**src/rtl/memory_game_ctrl.sv**
```systemverilog
// memory_game_ctrl: 4x4 card-matching game controller.
// Cursor, flip/show/compare FSM, matched-pair tracking.
module memory_game_ctrl #(
  parameter int unsigned SHOW_CYCLES = 50_000_000,
  parameter int unsigned CNT_W       = 26,
  parameter logic [47:0] LAYOUT      = {
    3'd7, 3'd6, 3'd5, 3'd4, 3'd3, 3'd2, 3'd1, 3'd7,
    3'd6, 3'd5, 3'd0, 3'd4, 3'd3, 3'd2, 3'd1, 3'd0
  }
) (
  input  logic        clk,
  input  logic        rst_n,
  input  logic        btn_up,
  input  logic        btn_down,
  input  logic        btn_left,
  input  logic        btn_right,
  input  logic        btn_sel,
  input  logic        restart,
  output logic [3:0]  cursor,
  output logic [15:0] face_up,
  output logic [15:0] matched,
  output logic [3:0]  pairs_found,
  output logic        match_p,
  output logic        miss_p,
  output logic        busy,
  output logic        game_done
);

  typedef enum logic [2:0] {
    S_FIRST,
    S_SECOND,
    S_SHOW,
    S_CHECK,
    S_DONE
  } state_e;

  state_e             state_q, state_d;
  logic [3:0]         cursor_q, cursor_d;
  logic [15:0]        face_q, face_d;
  logic [15:0]        match_q, match_d;
  logic [3:0]         pairs_q, pairs_d;
  logic               match_p_q, match_p_d;
  logic               miss_p_q, miss_p_d;
  logic               busy_q, busy_d;
  logic               done_q, done_d;
  logic [CNT_W-1:0]   cnt_q, cnt_d;
  logic [3:0]         first_q, first_d;
  logic [3:0]         second_q, second_d;

  logic               move;
  logic               sel_ok;
  logic [1:0]         row, col;
  logic [2:0]         val_a, val_b;

  assign move   = btn_up | btn_down | btn_left | btn_right;
  assign sel_ok = btn_sel & ~move & ~face_q[cursor_q];
  assign row    = cursor_q[3:2];
  assign col    = cursor_q[1:0];
  assign val_a  = LAYOUT[first_q*3 +: 3];
  assign val_b  = LAYOUT[second_q*3 +: 3];

  // Next-state logic: cursor, game FSM, restart override
  always_comb begin
    state_d   = state_q;
    cursor_d  = cursor_q;
    face_d    = face_q;
    match_d   = match_q;
    pairs_d   = pairs_q;
    match_p_d = 1'b0;
    miss_p_d  = 1'b0;
    cnt_d     = cnt_q;
    first_d   = first_q;
    second_d  = second_q;

    if (state_q != S_DONE) begin
      priority case (1'b1)
        btn_up:    cursor_d = {row - 2'd1, col};
        btn_down:  cursor_d = {row + 2'd1, col};
        btn_left:  cursor_d = {row, col - 2'd1};
        btn_right: cursor_d = {row, col + 2'd1};
        default:   cursor_d = cursor_q;
      endcase
    end

    unique case (state_q)
      S_FIRST: begin
        if (sel_ok) begin
          face_d[cursor_q] = 1'b1;
          first_d          = cursor_q;
          state_d          = S_SECOND;
        end
      end
      S_SECOND: begin
        if (sel_ok) begin
          face_d[cursor_q] = 1'b1;
          second_d         = cursor_q;
          cnt_d            = CNT_W'(SHOW_CYCLES - 1);
          state_d          = S_SHOW;
        end
      end
      S_SHOW: begin
        if (cnt_q == '0) begin
          state_d = S_CHECK;
        end else begin
          cnt_d = cnt_q - 1'b1;
        end
      end
      S_CHECK: begin
        if (val_a == val_b) begin
          match_d[first_q]  = 1'b1;
          match_d[second_q] = 1'b1;
          pairs_d           = pairs_q + 4'd1;
          match_p_d         = 1'b1;
          if (pairs_q == 4'd7) begin
            face_d  = '1;
            match_d = '1;
            state_d = S_DONE;
          end else begin
            state_d = S_FIRST;
          end
        end else begin
          face_d[first_q]  = 1'b0;
          face_d[second_q] = 1'b0;
          miss_p_d         = 1'b1;
          state_d          = S_FIRST;
        end
      end
      S_DONE: begin
        state_d = S_DONE;
      end
      default: state_d = S_FIRST;
    endcase

    if (restart) begin
      state_d   = S_FIRST;
      cursor_d  = '0;
      face_d    = '0;
      match_d   = '0;
      pairs_d   = '0;
      match_p_d = 1'b0;
      miss_p_d  = 1'b0;
      cnt_d     = '0;
      first_d   = '0;
      second_d  = '0;
    end

    busy_d = (state_d == S_SHOW) || (state_d == S_CHECK);
    done_d = (state_d == S_DONE);
  end

  // State and output registers
  always_ff @(posedge clk or negedge rst_n) begin
    if (!rst_n) begin
      state_q   <= S_FIRST;
      cursor_q  <= '0;
      face_q    <= '0;
      match_q   <= '0;
      pairs_q   <= '0;
      match_p_q <= 1'b0;
      miss_p_q  <= 1'b0;
      busy_q    <= 1'b0;
      done_q    <= 1'b0;
      cnt_q     <= '0;
      first_q   <= '0;
      second_q  <= '0;
    end else begin
      state_q   <= state_d;
      cursor_q  <= cursor_d;
      face_q    <= face_d;
      match_q   <= match_d;
      pairs_q   <= pairs_d;
      match_p_q <= match_p_d;
      miss_p_q  <= miss_p_d;
      busy_q    <= busy_d;
      done_q    <= done_d;
      cnt_q     <= cnt_d;
      first_q   <= first_d;
      second_q  <= second_d;
    end
  end

  assign cursor      = cursor_q;
  assign face_up     = face_q;
  assign matched     = match_q;
  assign pairs_found = pairs_q;
  assign match_p     = match_p_q;
  assign miss_p      = miss_p_q;
  assign busy        = busy_q;
  assign game_done   = done_q;

endmodule

```
**config.mk**
```make
export PLATFORM = sky130hd
export DESIGN_NAME = memory_game_ctrl
export DESIGN_NICKNAME = d
export VERILOG_FILES = /design/src/rtl/memory_game_ctrl.sv
export SDC_FILE = /design/constraint.sdc
export NUM_CORES = 1
export LEC_CHECK = 0
export ABC_AREA = 1
export CAP_MARGIN = 10
export CELL_PAD_IN_SITES_DETAIL_PLACEMENT = 0
export CELL_PAD_IN_SITES_GLOBAL_PLACEMENT = 1
export CORE_AREA = 4 4 158 160
export DETAILED_ROUTE_END_ITERATION = 10
export DIE_AREA = 0 0 162 164
export GPL_TIMING_DRIVEN = 0
export PLACE_DENSITY = 0.54
export SYNTH_ARGS = -nofsm -noshare
export SYNTH_HDL_FRONTEND = slang
export SYNTH_SLANG_ARGS = --single-unit
```
**constraint.sdc**
```tcl
create_clock -name clk -period 2.1 [get_ports clk]
set_input_delay 0.21 -clock clk [delete_from_list [all_inputs] [get_ports clk]]
set_output_delay 0.21 -clock clk [all_outputs]
set_load 0.05 [all_outputs]
```
==> impl_metrics.toml <==
[floorplan]
die_w_um = 162
rows = 56
io_pins = 52
die_y_um = 164
core_region_area_um2 = 23400
start_util_pct = 22.8
dieArea_um2 = 26600

[power]
power.internal_w = 0.00301
p_leak_nw = 3.18
seqPwrFrac_pct = 39.4
power_density_nw_per_um2 = 616
switching_share_pct = 29.2
switchingPower_w = 0.00124
comb_power_share_pct = 16.5
clockPowerShare_pct = 44.0
ir_worst_vdd_mv = 0.337

[final_layout]
antennaDiodeCount = 0
fin_area_um2 = 6910
drive_gt1_share_pct = 12.6
final_cells = 1198
area_growth_pct = 29.3
fin_nets = 888

[synthesis]
ys_seq_area_share_pct = 37.9
synthDistinctLibCells = 39
synth_ff_type = "dfrtp_1"
async_flop_share_pct = 100
synth_seq_cells = 81
ys.warnings.count = 0
synth_edf_count = 0
syn_avg_cell_area_um2 = 6.70
syn-cell-area_um2 = 5340
syn_inst = 798
synthesis.nets = 812

[timing]
slew_violations = 0
slew_headroom_pct = 56.4
hold_viol_final = 0
worst_pin_slew_ps = 649
layout_min_cycle_time_ps = 1930
clock.fmax_ghz = 0.517
finalCritPeriodShare_pct = 92.1
fin_ws_ps = 166
setup_viol = 0
timing.clock.skew_ps = 10.7

[setup_path]
crit_arrival_ps = 2180
critPathRequiredTime_ps = 2340
cp_max_fo = 5
cp-end-kind = "flop"
cp-start-kind = "flop"
worst_r2r_startpoint = "second_q[0]"
critical_path_class = "flop to flop"
cp-startpoint = "second_q[0]"

[routing]
vias = 5338
wl_per_cell_um = 16.0
initialDrtViolationCount = 237
totalWireLength_um = 19200
postRouteAntennaNets = 0
vias_per_cell = 4.46
dr.pass1.iters = 5
drc = 0

[global_routing]
grt_first_pass_wirelength_um = 30500
grt.overflow.total = 0
grt_max_degree = 56
grt_pass1_vias = 5400
antenna_found_initial = 0
track_usage_pct = 14.7

[cts]
numCtsBuffers = 9
clock-sinks = 81
clk_pin_slew_ps = 70
clock_latency_ps = 350
cts-root-buf = "clkbuf_16"
max-clock-path-buffers = 2
cts_max_level = 3
cts_tree = "done"

[min_path]
hp-class = "primary input to asynchronous set/reset pin"

[place]
preCtsSetupSlack_ps = -378
numPortBuffers = 51
gp_congestion = 0.847
dpl_cell_area_um2 = 6280
dpl.hpwl_um = 14700
place_inst = 1169

[run]
maxCapViolations = 0

[status]
status = "finished clean"
[per-stage QoR]
step | hold WS, ps | TNS, ps | total power (W) | util, %
floorplan | -85.6 | 0 | 0.00211 | -
global placement | 494 | -213950 | 0.00237 | 26.7
CTS | 334 | 0 | 0.00429 | 28.6
finish | 325 | 0 | 0.00425 | 29.5
global route | 355 | -3.71 | 0.00446 | 29.5
detailed placement | 168 | -9430 | 0.00237 | 26.8
[synthesized netlist by cell type (11+ instances only)]
library cell  count  area share (%)
a21oi_1          17             1.6
a31oi_1          14             1.6
buf_2            15             1.4
clkbuf_1         11            0.77
dfrtp_1          81              38
inv_1            45             3.2
nand2_1         292              21
nand3_1          40             3.7
nand4_1          15             1.8
nor2_1          106             7.4
nor3_1           29             2.7
o21ai_0          46             4.3
o21ai_1          13             1.2
[worst max-delay path: stages (launching register included)]
cell	delay, ps
dfrtp_2	450
buf_4	160
o21ai_0	150
o21ai_1	90
nand2_1	60
nand2_1	80
nor2_4	210
nand2_2	110
nor2_4	210
buf_4	160
nand3_1	60
nand2_1	60
nor2_1	40
[layer usage]
| metal | share of wire [%] | up-vias | global-route usage (%) |
|---|---|---|---|
| met5 | 0 | - | 0 |
| met3 | 2.7 | 20 | 2.28 |
| met2 | 49 | 89 | 25.3 |
| met1 | 47 | 2465 | 19.1 |
| met4 | 2.0 | 0 | 4.08 |
| li1 | - | 2764 | - |
[final timing paths]
path | endpoint | slack [ps] | cells after the start
max | pairs_found[3] | 170 | 12
max in group asynchronous | cursor[1] | 1130 | 3
min in group clk | cnt_q[1] | 510 | 2
min reg2reg | cnt_q[1] | 510 | 2
max reg2reg | pairs_found[3] | 170 | 12
min | matched[13] | 320 | 2
[cell type report]
type	count	area [µm²]
well taps	319	399
inverters	53	205
clock buffers	10	229
plain buffers	30	195
flip-flops and latches	81	2030
repair buffers	68	658
multi-input cells	631	3080
fillers	2667	16500
clock inverters	6	115
[registers in the layout, indices dropped and copies added (netlist names)]
| register | cells |
|---|---|
| busy | 1 |
| first_q | 4 |
| cursor | 4 |
| state_q | 3 |
| face_up | 16 |
| game_done | 1 |
| pairs_found | 4 |
| matched | 16 |
| second_q | 4 |
| match_p | 1 |
| miss_p | 1 |
| cnt_q | 26 |
[logic make-up after synthesis]
group	after synthesis	share of synthesized area (%)
AOI/OAI and AO/OA	108	11.3
DFF	81	37.9
and+or+nand+nor	508	40.6
adders and majority gates	6	1.40
xor gates and xnor gates	9	1.83
buffers and inverters	86	6.95
[what timing repair did]
item / CTS / global route
buffers inserted: 3 / 12
gates resized for setup: 10 / 56
hold buffers: 1 / 0
hold endpoints to repair: 26 / 0
pin swaps: 2 / 5
endpoints found under the setup margin: 46 / 65
[power by group through the flow]
stage | combinational (W) | sequential, W | clock [W]
final | 0.000703 | 0.00168 | 0.00187
after global routing | 0.000784 | 0.00169 | 0.00198
after CTS | 0.000677 | 0.00168 | 0.00194
after detailed placement | 0.000665 | 0.00171 | 0
after global placement | 0.000661 | 0.00171 | 0
after floorplan | 0.000341 | 0.00177 | 0
[placed cells by master, fill, tap and decap left out, types with 7 or more instances in the layout]
cell and instances:
buf_4 19, xor2_1 7, nand4_1 15, inv_2 8, clkbuf_1 8, nor2_2 11
nand2_2 9, nor2_4 7, clkbuf_16 9, nand2_1 289, a21oi_1 17, o21ai_0 45
nor3_1 28, nand3_1 39, o21ai_1 14, inv_1 42, a31oi_1 14, dfrtp_1 77
clkdlybuf4s50_1 50, nor2_1 92
Power figures use the tool's default switching activity.
